[src/rtl/rect_fill.sv]
// rect_fill: rectangle-fill engine feeding the VGA adapter pixel-write port.
//
// On a start pulse in IDLE the rectangle (x0, y0, w, h), base colour and
// pattern mode are latched. The rectangle is then scanned column-major
// (x outer, y inner), with one pixel write per accepted cycle.
//
// Ports
//   clk, rst             clock and synchronous active-high reset
//   start                fill request, sampled only in IDLE
//   x0, y0, w, h         rectangle origin and size in pixels
//   mode                 0 solid, 1 column stripes, 2 row stripes, 3 checker
//   colour               base colour
//   plot_ready           adapter accepts the current write this cycle
//   busy                 high while running or signalling completion
//   done                 one-cycle completion pulse
//   vga_x, vga_y,
//   vga_colour, vga_plot pixel write (coordinates/colour are 0 when not plotting)
//
// Every output is a register loaded from the *next* state. That gives a
// first pixel in the cycle right after the start edge, and it makes the
// pixel held by back-pressure identical cycle to cycle.
module rect_fill #(
   parameter int SCREEN_W = 160,
   parameter int SCREEN_H = 120,
   parameter int X_W      = 8,
   parameter int Y_W      = 7,
   parameter int COLOUR_W = 3
) (
   input  logic                clk,
   input  logic                rst,
   input  logic                start,
   input  logic [X_W-1:0]      x0,
   input  logic [Y_W-1:0]      y0,
   input  logic [X_W-1:0]      w,
   input  logic [Y_W-1:0]      h,
   input  logic [1:0]          mode,
   input  logic [COLOUR_W-1:0] colour,
   input  logic                plot_ready,
   output logic                busy,
   output logic                done,
   output logic [X_W-1:0]      vga_x,
   output logic [Y_W-1:0]      vga_y,
   output logic [COLOUR_W-1:0] vga_colour,
   output logic                vga_plot
);

   localparam logic [1:0] ST_IDLE = 2'd0;
   localparam logic [1:0] ST_RUN  = 2'd1;
   localparam logic [1:0] ST_DONE = 2'd2;

   localparam logic [X_W:0] SCREEN_W_L = (X_W+1)'(SCREEN_W);
   localparam logic [Y_W:0] SCREEN_H_L = (Y_W+1)'(SCREEN_H);

   logic [1:0]          state_reg,  state_next;
   logic [X_W-1:0]      x0_reg,     x0_next;
   logic [Y_W-1:0]      y0_reg,     y0_next;
   logic [X_W-1:0]      w_reg,      w_next;
   logic [Y_W-1:0]      h_reg,      h_next;
   logic [1:0]          mode_reg,   mode_next;
   logic [COLOUR_W-1:0] colour_reg, colour_next;
   logic [X_W-1:0]      dx_reg,     dx_next;
   logic [Y_W-1:0]      dy_reg,     dy_next;

   // Output-side values derived from the next state
   logic [X_W:0]        px_next;
   logic [Y_W:0]        py_next;
   logic                on_screen_next;
   logic                plot_next;
   logic                parity_next;
   logic [COLOUR_W-1:0] checker_colour;
   logic [COLOUR_W-1:0] pat_colour_next;

   // Scan sequencing
   always_comb begin
      state_next  = state_reg;
      x0_next     = x0_reg;
      y0_next     = y0_reg;
      w_next      = w_reg;
      h_next      = h_reg;
      mode_next   = mode_reg;
      colour_next = colour_reg;
      dx_next     = dx_reg;
      dy_next     = dy_reg;

      case (state_reg)
         ST_IDLE: begin
            if (start) begin
               x0_next     = x0;
               y0_next     = y0;
               w_next      = w;
               h_next      = h;
               mode_next   = mode;
               colour_next = colour;
               dx_next     = '0;
               dy_next     = '0;
               state_next  = (w == '0 || h == '0) ? ST_DONE : ST_RUN;
            end
         end
         ST_RUN: begin
            // vga_plot_reg is exactly "current pixel is on screen" while in
            // RUN: a clipped pixel advances unconditionally, a visible one
            // only once the adapter takes it.
            if (!vga_plot || plot_ready) begin
               if (dy_reg != h_reg - Y_W'(1)) begin
                  dy_next = dy_reg + Y_W'(1);
               end else begin
                  dy_next = '0;
                  if (dx_reg == w_reg - X_W'(1)) begin
                     state_next = ST_DONE;
                  end else begin
                     dx_next = dx_reg + X_W'(1);
                  end
               end
            end
         end
         ST_DONE: state_next = ST_IDLE;
         default: state_next = ST_IDLE;
      endcase
   end

   // Checker pattern: every bit of the base colour inverted on odd squares
   assign parity_next = dx_next[0] ^ dy_next[0];

   generate
      for (genvar gi = 0; gi < COLOUR_W; gi++) begin : g_checker
         assign checker_colour[gi] = colour_next[gi] ^ parity_next;
      end
   endgenerate

   // Pixel address and colour for the next cycle. Coordinates carry one
   // extra bit so a rectangle hanging off the screen edge never wraps back
   // onto visible pixels.
   always_comb begin
      px_next        = {1'b0, x0_next} + {1'b0, dx_next};
      py_next        = {1'b0, y0_next} + {1'b0, dy_next};
      on_screen_next = (px_next < SCREEN_W_L) && (py_next < SCREEN_H_L);
      plot_next      = (state_next == ST_RUN) && on_screen_next;

      case (mode_next)
         2'd0:    pat_colour_next = colour_next;
         2'd1:    pat_colour_next = colour_next + COLOUR_W'(dx_next);
         2'd2:    pat_colour_next = colour_next + COLOUR_W'(dy_next);
         default: pat_colour_next = checker_colour;
      endcase
   end

   always_ff @(posedge clk) begin
      if (rst) begin
         state_reg  <= ST_IDLE;
         x0_reg     <= '0;
         y0_reg     <= '0;
         w_reg      <= '0;
         h_reg      <= '0;
         mode_reg   <= '0;
         colour_reg <= '0;
         dx_reg     <= '0;
         dy_reg     <= '0;
         busy       <= 1'b0;
         done       <= 1'b0;
         vga_x      <= '0;
         vga_y      <= '0;
         vga_colour <= '0;
         vga_plot   <= 1'b0;
      end else begin
         state_reg  <= state_next;
         x0_reg     <= x0_next;
         y0_reg     <= y0_next;
         w_reg      <= w_next;
         h_reg      <= h_next;
         mode_reg   <= mode_next;
         colour_reg <= colour_next;
         dx_reg     <= dx_next;
         dy_reg     <= dy_next;
         busy       <= (state_next != ST_IDLE);
         done       <= (state_next == ST_DONE);
         vga_plot   <= plot_next;
         vga_x      <= plot_next ? px_next[X_W-1:0] : '0;
         vga_y      <= plot_next ? py_next[Y_W-1:0] : '0;
         vga_colour <= plot_next ? pat_colour_next  : '0;
      end
   end

endmodule

[config.mk]
export PLATFORM = sky130hd
export DESIGN_NAME = rect_fill
export DESIGN_NICKNAME = d
export VERILOG_FILES = /design/src/rtl/rect_fill.sv
export SDC_FILE = /design/constraint.sdc
export NUM_CORES = 1
export LEC_CHECK = 0
export BUFFER_PORTS_ARGS = -buffer_cell sky130_fd_sc_hd__buf_2
export CAP_MARGIN = 20
export CORE_UTILIZATION = 55
export DETAILED_ROUTE_END_ITERATION = 10
export PLACE_DENSITY = 0.75
export SKIP_LAST_GASP = 1
export SYNTH_ARGS = -nofsm -noshare
export SYNTH_HDL_FRONTEND = slang
export SYNTH_SLANG_ARGS = --single-unit
[constraint.sdc]
create_clock -name clk -period 7.78 [get_ports clk]
set_input_delay 0.778 -clock clk [delete_from_list [all_inputs] [get_ports clk]]
set_output_delay 0.778 -clock clk [all_outputs]
set_load 0.005 [all_outputs]
==> metrics.md <==
| Metric | Value |
|---|---|
| Sink Count | `73` |
| Hold path cells | `2` |
| Vias per cell | `5.47` |
| GRT busiest layer | `met2` |
| Area taken by multi-input logic gates | `0.00239 mm^2` |
| Critical path's slowest cell | `fa_1` |
| Die Ht | `87.4 um` |
| Final WL | `9.27 mm` |
| Bufs and invs on worst path | `1` |
| Pins Over Slew Limit | `0` |
| Setup_tns | `0 ns` |
| RSZ-0062 raised after global routing | `false` |
| Maximum buffer depth of the clock tree | `2` |
| Worst ir drop on vdd | `~0.00014 V` |
| Die Wd | `87.4 um` |
| FF-to-FF Start | `h_reg[0]` |
| Syn_area_per_cell | `8.16 um^2` |
| Antenna violations before repair | `0` |
| Drt drc | `0` |
| Int Power | `0.000631 W` |
| Cts hold-fix bufs | `0` |
| Top cells by count, synth | `nand2_1 (94), dfxtp_1 (73), a21oi_1 (43)` |
| Total track usage | `26.4%` |
| DR vias | `3525` |
| Flop pwr share | `46.3%` |
| Fin nets | `609` |
| Stages on worst setup path | `18` |
| Placed Instances | `629` |
| Async SR Flop Fraction | `0%` |
| Final Hold Fails | `0` |
| Clk_lat worst skew | `~0.35 ns` |
| Max cap viols | `0` |
| CP startpoint kind | `register` |
| Crit share post-route | `approximately two thirds` |
| Worst min path class | `reg2reg` |
| Number of unique standard cell types used by synthesis | `57` |
| Slew headroom | `32.7%` |
| Root buffer cell | `clkbuf_8` |
| WS Path Type | `reg2reg` |
| Worst Path Required | `around 8.0 ns` |
| Switching share of power | `approximately 28%` |
| FF-to-FF path depth | `18` |
| Synth warnings | `0` |
| Post-Syn Instances | `492` |
| Max FO, Critical Path | `17` |
| HP Start | `y0_reg[5]` |
| Top-count cell post-synth | `nand2_1` |
| Gr ovfl total | `0` |
| Largest net degree at the start of global routing | `54` |
| Cts repair resizes | `0` |
| # IOs | `60` |
| WL/cell | `about 14 um` |
| Routability congestion estimate | `roughly 0.86` |
| Post-synthesis xor/xnor area fraction | `7.86%` |
| Crit path DAT | `5.36 ns` |
| Reg2Reg Setup Slack | `2.67 ns` |
| Combinational Power Share | `16.7%` |
| Power Density | `between 150 and 200 mW/mm^2` |
| First-pass GRT wire length | `15.4 mm` |
| Largest family of logic cells by synthesized area | `simple AND/OR/NAND/NOR gates` |
| Core Area | `between 0.006 and 0.007 mm^2` |
| # H-tree levels | `3` |
| Crit-path max cell delay | `0.42 ns` |
| Clock transition at path regs | `0.08 ns` |
| Met1 GRT Util | `31.9%` |
| N_diodes | `0` |
| Mapped Nets | `about 560` |
| Non-Filler Instances | `644` |
| Static Leak | `2.12 nW` |
| Status | `finished, final reports clean` |
| Hold WS | `0.467 ns` |
| CP Cell Sequence | `nor3_1, mux2_2, o21ai_1, nand4_1, nor4_2, mux2_4, inv_1, ha_1, fa_1, a21o_1, a21oi_1, nor2b_1, or3_1, a31o_2, a21oi_1, o311a_1, nand3_2, a221oi_1` |
| Clk network pwr share | `36.9%` |
| Post-synth top area share | `36.4%` |
| Area growth syn-to-layout | `14.0%` |
| Top post-synthesis cells by area | `dfxtp_1 (36%), nand2_1 (8.8%), ha_1 (7.2%)` |
| Register area | `~0.0015 mm^2` |
| Post-synthesis cell area | `0.00401 mm^2` |
| Setup Viol. Count Final | `0` |
| Port Buffer Count | `59` |
| Row count | `30` |
| Clock Skews | `0.0152 ns` |
| Register area share after synthesis | `36.4%` |
| F_max | `about 200 MHz` |
| Post-synthesis mux area share | `about 2.4%` |
| Adder-cell share of the synthesized area | `slightly below 9%` |
| Grt met2 use | `between 40% and 50%` |
| Filler Cells Inserted | `634` |
| Synth Area in Simple Gates | `25.0%` |
| Routing usage on met3 | `roughly 3.5%` |
| Net Sw Power | `0.000241 W` |
| Worst slew pin tran | `around 1 ns` |
| R2R Path End | `vga_colour[2]` |
| Synth Flop Type | `dfxtp_1` |
| #FFs+latches synth | `73` |
| Setup Fix Bufs, Post-CTS | `0` |
| Hpwl dp | `around 6.8 mm` |
| Synth Area in Compound Gates | `between 15 and 20%` |
| Antenna viol nets, final | `0` |
| 1st-iter DRT viols | `195` |
| Top Family by Delay on Critical Path | `simple AND/OR/NAND/NOR gates` |
| Most Frequent Cell on Critical Path | `a21oi_1` |
| Endpoint, Worst Hold | `y0_reg[5]` |
| Share of layout cells above drive strength 1 | `16.1%` |
| DIE AREA | `0.00764 mm^2` |
| Final min period | `5.11 ns` |
| Drt pass-1 iters | `4` |
| CTS tree | `yes` |
| Post-synth EDFFs | `0` |
| CTS buffer count | `9` |
| Post-synth top area cell | `dfxtp_1` |
| CP Capture Type | `register` |
| Initial core utilization | `58.1%` |
| Number of global-route vias before repair | `approximately 3400` |
[per-layer routing]
| metal | routed length [um] | vias to the layer above | share of wire (%) |
|---|---|---|---|
| met3 | 292 | 20 | 3.2 |
| met5 | 0 | - | 0 |
| li1 | - | 1794 | - |
| met1 | 4320 | 1638 | 47 |
| met4 | 220 | 0 | 2.4 |
| met2 | 4440 | 73 | 48 |
[final cells by class]
| type | count | share of cell area, % |
|---|---|---|
| Clock inverter | 6 | 1.83 |
| Tap cell | 96 | 2.63 |
| Clock buffer | 9 | 2.71 |
| Multi-Input combinational cell | 376 | 52.2 |
| Sequential cell | 73 | 32.0 |
| Inverter | 23 | 1.89 |
| Timing Repair Buffer | 61 | 6.79 |
[cell usage in the layout, fill, tap and decap left out, drive strengths merged, types with 3 or more instances in the layout]
cell type and count:
nor4 6, or2 3, and3 3, nand2 94
o21bai 3, ha 23, a21o 8, nand3 6
a221oi 3, nor2b 19, and4 4, xnor2 16
dfxtp 73, nor2 37, buf 61, fa 3
nor3 14, mux2i 7, a21oi 43, xor2 17
clkbuf 9, o31ai 3, a211oi 4, o21ai 17
a31oi 3, nand2b 5, o211ai 3, inv 23
clkinv 4, nand4 8
[cell families (layout without fill, tap and decap cells)]
group / after synthesis / in the layout
AND/OR/NAND/NOR: 209 / 209
AO/OA/AOI/OAI: 99 / 99
flip-flops: 73 / 73
buffers and inverters: 43 / 99
XOR/XNOR: 33 / 33
adder cells (fa/ha/maj): 26 / 26
multiplexers: 9 / 9
[worst min-delay path, delay by kind of cell, from the launching register on]
family / cells / cell delay, ns
AOI/OAI and AO/OA: 1 / 0.06
and+or+nand+nor: 1 / 0.06
DFF: 1 / 0.30
[through the flow]
stage	area, um^2	utilization [%]	setup WS (ns)	power, W
floorplan	4010	-	3.40	0.000514
global placement	4370	63.2	2.84	0.000552
detailed placement	4370	63.2	2.73	0.000557
CTS	4570	66.2	2.64	0.000874
global route	4570	66.2	2.17	0.000910
finish	4570	66.2	2.67	0.000872
[power groups by stage]
| stage | Sequential [W] | Combinational (W) | Clock, W |
|---|---|---|---|
| global placement | 0.000412 | 0.000140 | 0 |
| detailed placement | 0.000413 | 0.000144 | 0 |
| floorplan | 0.000410 | 0.000104 | 0 |
| CTS | 0.000404 | 0.000146 | 0.000324 |
| global route | 0.000407 | 0.000163 | 0.000341 |
| finish | 0.000404 | 0.000146 | 0.000322 |
[worst max-delay path by stage]
stage / start / end / slack (ns)
2_1_floorplan: h_reg[0] / vga_x[0] / 3.40
3_3_place_gp: h_reg[0] / vga_colour[2] / 2.84
3_5_place_dp: h_reg[0] / vga_colour[1] / 2.73
4_1_cts: h_reg[0] / vga_colour[2] / 2.64
5_1_grt: h_reg[0] / vga_colour[2] / 2.17
6_report: h_reg[0] / vga_colour[2] / 2.67
(Power assumes the default switching activity.)
